## src/rtl/mole_pkg.sv

```systemverilog
// rtl/mole_pkg.sv - shared state encoding, colours and pixel width for the mole sprite layer
package mole_pkg;

  typedef enum logic [2:0] {
    ST_IDLE    = 3'd0,
    ST_RISING  = 3'd1,
    ST_UP      = 3'd2,
    ST_HIT     = 3'd3,
    ST_FALLING = 3'd4
  } mole_state_t;

  localparam logic [23:0] MOLE_RGB = 24'h8B5A2B;
  localparam logic [23:0] HIT_RGB  = 24'hFF2020;
  localparam int          PIX_W    = 10;

endpackage

```

## src/rtl/mole_fsm.sv

```systemverilog
// rtl/mole_fsm.sv - per-hole mole animation state machine advancing once per frame
module mole_fsm
  import mole_pkg::*;
#(
  parameter int H          = 64,
  parameter int RISE_STEP  = 4,
  parameter int UP_FRAMES  = 60,
  parameter int HIT_FRAMES = 20
) (
  input  logic        clk,
  input  logic        rst,
  input  logic        frame_tick,
  input  logic        spawn,
  input  logic        whack,
  output mole_state_t state,
  output logic [7:0]  height,
  output logic        busy,
  output logic        hit,
  output logic        miss
);

  localparam logic [8:0] H9       = 9'(H);
  localparam logic [8:0] STEP9    = 9'(RISE_STEP);
  localparam logic [7:0] H8       = 8'(H);
  localparam logic [7:0] STEP8    = 8'(RISE_STEP);
  localparam logic [7:0] UP_LAST  = 8'(UP_FRAMES - 1);
  localparam logic [7:0] HIT_LAST = 8'(HIT_FRAMES - 1);

  mole_state_t state_n;
  logic [7:0]  height_n;
  logic [7:0]  timer;
  logic [7:0]  timer_n;
  logic        hit_n;
  logic        miss_n;

  // Widened sum so a step past H saturates instead of wrapping.
  logic [8:0]  rise_sum;
  logic [7:0]  rise_h;
  logic [7:0]  fall_h;

  assign rise_sum = {1'b0, height} + STEP9;
  assign rise_h   = (rise_sum >= H9) ? H8 : rise_sum[7:0];
  assign fall_h   = (height > STEP8) ? (height - STEP8) : 8'd0;
  assign busy     = (state != ST_IDLE);

  // State, height, frame timer and the one-cycle event pulses.
  always_ff @(posedge clk) begin
    if (rst) begin
      state  <= ST_IDLE;
      height <= 8'd0;
      timer  <= 8'd0;
      hit    <= 1'b0;
      miss   <= 1'b0;
    end else begin
      state  <= state_n;
      height <= height_n;
      timer  <= timer_n;
      hit    <= hit_n;
      miss   <= miss_n;
    end
  end

  // Next-state logic; a whack outranks a frame tick while the mole is exposed.
  always_comb begin
    state_n  = state;
    height_n = height;
    timer_n  = timer;
    hit_n    = 1'b0;
    miss_n   = 1'b0;
    case (state)
      ST_IDLE: begin
        if (spawn) begin
          state_n  = ST_RISING;
          height_n = 8'd0;
          timer_n  = 8'd0;
        end
      end
      ST_RISING: begin
        if (whack) begin
          state_n = ST_HIT;
          timer_n = 8'd0;
          hit_n   = 1'b1;
        end else if (frame_tick) begin
          height_n = rise_h;
          if (rise_h == H8) begin
            state_n = ST_UP;
            timer_n = 8'd0;
          end
        end
      end
      ST_UP: begin
        if (whack) begin
          state_n = ST_HIT;
          timer_n = 8'd0;
          hit_n   = 1'b1;
        end else if (frame_tick) begin
          if (timer == UP_LAST) begin
            state_n = ST_FALLING;
            miss_n  = 1'b1;
          end else begin
            timer_n = timer + 8'd1;
          end
        end
      end
      ST_HIT: begin
        if (frame_tick) begin
          if (timer == HIT_LAST) begin
            state_n = ST_FALLING;
          end else begin
            timer_n = timer + 8'd1;
          end
        end
      end
      ST_FALLING: begin
        if (frame_tick) begin
          height_n = fall_h;
          if (fall_h == 8'd0) begin
            state_n = ST_IDLE;
          end
        end
      end
      default: begin
        state_n  = ST_IDLE;
        height_n = 8'd0;
        timer_n  = 8'd0;
      end
    endcase
  end

endmodule

```

## src/rtl/mole_layer.sv

```systemverilog
// rtl/mole_layer.sv - mole sprite layer: animation FSM plus registered coverage test and colour mux
module mole_layer
  import mole_pkg::*;
#(
  parameter int HOLE_X     = 100,
  parameter int HOLE_Y     = 300,
  parameter int W          = 64,
  parameter int H          = 64,
  parameter int RISE_STEP  = 4,
  parameter int UP_FRAMES  = 60,
  parameter int HIT_FRAMES = 20
) (
  input  logic             clk,
  input  logic             rst,
  input  logic             frame_tick,
  input  logic             spawn,
  input  logic             whack,
  input  logic [PIX_W-1:0] pixel_x,
  input  logic [PIX_W-1:0] pixel_y,
  output logic [23:0]      layer_rgb,
  output logic             layer_valid,
  output logic             busy,
  output logic             hit,
  output logic             miss
);

  localparam logic [10:0] X_LO = 11'(HOLE_X);
  localparam logic [10:0] X_HI = 11'(HOLE_X + W);
  localparam logic [10:0] Y_HI = 11'(HOLE_Y);

  mole_state_t state;
  logic [7:0]  height;
  logic [10:0] px;
  logic [10:0] py;
  logic [10:0] y_lo;
  logic        covered;

  mole_fsm #(
    .H          (H),
    .RISE_STEP  (RISE_STEP),
    .UP_FRAMES  (UP_FRAMES),
    .HIT_FRAMES (HIT_FRAMES)
  ) u_fsm (
    .clk        (clk),
    .rst        (rst),
    .frame_tick (frame_tick),
    .spawn      (spawn),
    .whack      (whack),
    .state      (state),
    .height     (height),
    .busy       (busy),
    .hit        (hit),
    .miss       (miss)
  );

  // 11-bit compare keeps HOLE_X+W and the pixel range free of wrap-around.
  assign px      = {1'b0, pixel_x};
  assign py      = {1'b0, pixel_y};
  assign y_lo    = Y_HI - {3'b000, height};
  assign covered = (state != ST_IDLE) && (height != 8'd0) &&
                   (px >= X_LO) && (px < X_HI) &&
                   (py >= y_lo) && (py < Y_HI);

  // One-cycle registered sprite output using the state held when the pixel was sampled.
  always_ff @(posedge clk) begin
    if (rst) begin
      layer_valid <= 1'b0;
      layer_rgb   <= 24'd0;
    end else begin
      layer_valid <= covered;
      if (!covered) begin
        layer_rgb <= 24'd0;
      end else if (state == ST_HIT) begin
        layer_rgb <= HIT_RGB;
      end else begin
        layer_rgb <= MOLE_RGB;
      end
    end
  end

endmodule

```

## config.mk

```make
export PLATFORM = sky130hd
export DESIGN_NAME = mole_layer
export DESIGN_NICKNAME = d
export VERILOG_FILES = /design/src/rtl/mole_pkg.sv /design/src/rtl/mole_fsm.sv /design/src/rtl/mole_layer.sv
export SDC_FILE = /design/constraint.sdc
export NUM_CORES = 1
export LEC_CHECK = 0
export BUFFER_PORTS_ARGS = -buffer_cell sky130_fd_sc_hd__buf_4
export CELL_PAD_IN_SITES_DETAIL_PLACEMENT = 1
export CELL_PAD_IN_SITES_GLOBAL_PLACEMENT = 1
export CORE_MARGIN = 8
export CORE_UTILIZATION = 36
export DETAILED_ROUTE_END_ITERATION = 8
export PLACE_DENSITY = 0.74
export SYNTH_ARGS = -nofsm -noshare
export SYNTH_HDL_FRONTEND = slang
export SYNTH_HIERARCHICAL = 1
export SYNTH_SLANG_ARGS = --single-unit
```

## constraint.sdc

```tcl
create_clock -name clk -period 2.1 [get_ports clk]
set_input_delay 0.63 -clock clk [delete_from_list [all_inputs] [get_ports clk]]
set_output_delay 0.63 -clock clk [all_outputs]
set_load 0.01 [all_outputs]
```

==> results.txt <==
ANT cells: 0
Die ar.: 0.00876 mm2
ANT nets after route: 0
Post-Synthesis Cells: 263
synth unique cells: 64
asr flop ratio synth: 0
1st-pass router iterations: 4
port bufs: 43
status: finished, violations left
critical path, cell by cell: or2_1 > a31oi_2 > o21ba_2 > xor2_1 > ha_1 > nor2b_1 > o21a_1 > o2111ai_4 > nor4b_2
Total Nets Final: 376
GRT Residual Overflow: 0
type of origin of the critical path: register
RSZ-0062 raised after global routing: yes
CTS H-Tree Depth: 1
Slew Viols, Final: 0
delay-heaviest family, CP: compound AO/OA/AOI/OAI gates
cts hold-fix bufs: 0
Worst Skew: 0.0182 ns
Slowest-stage cell, CP: dfxtp_2
Die W: 93.6 um
Max transition margin: 0.657
Max rail drop VDD: 0.000399 V
Final Worst Setup Slack: -0.0193 ns
fmax: 472 MHz
Starting DRT DRC Count: 84
cell area power density: 730 mW/mm2
average cell area after synthesis: 8.24 um2
Root Buffer: clkbuf_8
WP data arrival: 2.29 ns
Num CTS Buffers: 3
drt total wl: 7280 um
static leakage: 1.21 nW
DR DRC count: 0
Ports: 53
commonest non-fill, non-tap cell in the layout: buf_4
layout cells sized above 1: 0.399
final worst path period need: 2.12 ns
initial antenna violation count: 0
Worst-Skew Late Latency: 0.29 ns
gr usage total: 0.161
first-pass GRT wire length: 11,600 um
data required time of the critical path: 2.27 ns
Final Util: 0.499
maxcap violations: 0
Post-synth EDFFs: 0
Non-Filler Instances: 411
most frequent cells in the layout: buf_4, nand2_1, dfxtp_1
vias in the first global route: 2,360
synthesis-to-finish area growth: 35.5%
core area: 0.00589 mm2
Clock Pin Slew Worst Setup and Hold Paths: 0.11 ns
Worst Hold Class: register to register
synth warn: 6
flops & latches, synth: 25
Final period util: 1.01
setup violators final: 3
TritonCTS clock tree: done
Die H: 93.6 um
Initial Util: 0.368
CP Class: register to register
CP Capture Type: register
worst-margin pin slew: 0.515 ns
Final Hold Viols: 0
pre-CTS setup slack: -0.160 ns
CTS max path bufs: 2
largest net degree at the start of global routing: 16
CTS Sinks: 25
Seq/Total Area, Yosys: 0.231
Post-Syn Area: 0.00217 mm2
routed via count: 2,309
Main synth FF type: dfxtp_1
CP max FO: 4
row count: 28
largest stage delay on the critical path: 0.33 ns
GPL Wtd Cong: 0.838
dpl cells: 406
routed vias/inst: 5.62
drt wl/cell: 17.7 um
failing checks: setup timing
Post-DP HPWL: 5730 um
Buf+Inv Stages, Crit Path: 0
[timing repair]
action,4_1_cts,5_1_grt
endpoints found under the setup margin,9,20
buffers inserted,1,0
gates resized for setup,10,22
gates cloned,0,0
pin swaps,1,10
[through the flow]
stage                     cell area, um2  hold WS [ns]  TNS, ns  total power, mW
after floorplan                     2190         0.462        0             1.26
after detailed placement            2770         0.510   -0.750             1.76
after global routing                2940         0.535   -0.353             2.29
final                               2940         0.518  -0.0428             2.14
after global placement              2770         0.485   -0.257             1.72
after CTS                           2860         0.529   -0.158             2.10
[worst min-delay path, cell delays in order (launching register included)]
cell	delay, ns
dfxtp_2	0.35
o21ai_0	0.08
a21oi_1	0.06
[cells in the mapped netlist (all sizes together) (4+ instances only)]
master / number / area share
a211oi: 4 / 0.014
a21oi: 8 / 0.018
a31oi: 5 / 0.017
a32o: 6 / 0.028
and3: 4 / 0.012
buf: 27 / 0.086
dfxtp: 25 / 0.23
ha: 14 / 0.081
inv: 12 / 0.021
nand2: 17 / 0.029
nand3: 10 / 0.023
nand4: 4 / 0.012
nor2: 11 / 0.019
nor2b: 4 / 0.012
nor3: 13 / 0.032
nor3b: 6 / 0.023
nor4: 7 / 0.023
o211ai: 5 / 0.017
o21a: 5 / 0.017
o21ai: 16 / 0.039
or4: 4 / 0.014
xnor2: 6 / 0.024
[where the power goes]
group / leakage (nW) / internal [mW] / total (mW) / switching, mW
logic: 0.984 / 0.595 / 1.23 / 0.634
registers: 0.207 / 0.521 / 0.597 / 0.0757
clock network: 0.0217 / 0.135 / 0.318 / 0.182
[layer usage]
metal	track usage	up-vias	routed length [um]
met5	0	-	0
met4	0.0449	0	89
met3	0.0288	6	451
met2	0.296	68	3670
met1	0.185	1111	3070
li1	-	1124	-
[worst paths after layout]
kind / startpoint / endpoint / slack, ns / cells after the start
worst max register to register: u_fsm/height[1]$_SDFFE_PP0P_ / layer_rgb[14]$_SDFF_PP0_ / -0.02 / 9
worst max-delay path: u_fsm/height[1]$_SDFFE_PP0P_ / layer_rgb[14]$_SDFF_PP0_ / -0.02 / 9
worst min register to register: u_fsm/timer[0]$_SDFFE_PP0P_ / u_fsm/timer[0]$_SDFFE_PP0P_ / 0.52 / 2
worst min-delay path: u_fsm/timer[0]$_SDFFE_PP0P_ / u_fsm/timer[0]$_SDFFE_PP0P_ / 0.52 / 2
[registers in the layout (all words and copies together), names as in the netlist]
name	flops
layer_valid	1
u_fsm/timer	8
u_fsm/height	8
u_fsm/miss	1
u_fsm/hit	1
u_fsm/state	3
layer_rgb	3
[layout make-up]
type	count	area, um2
fill	722	2950
clock buffer	3	41.3
inverter	13	48.8
multi-input combinational	202	1540
timing repair buffer	92	691
clock inverter	1	7.51
tap	75	93.8
sequential	25	517
[logic make-up after synthesis]
family	after synthesis	synth area share
fa+ha+maj	14	0.0808
xor+xnor	8	0.0323
flops	25	0.231
other cells	1	0.00173
simple gates	102	0.282
buf+inv	42	0.112
compound gates	71	0.260
Note: power is estimated with default switching activity, not from simulation.
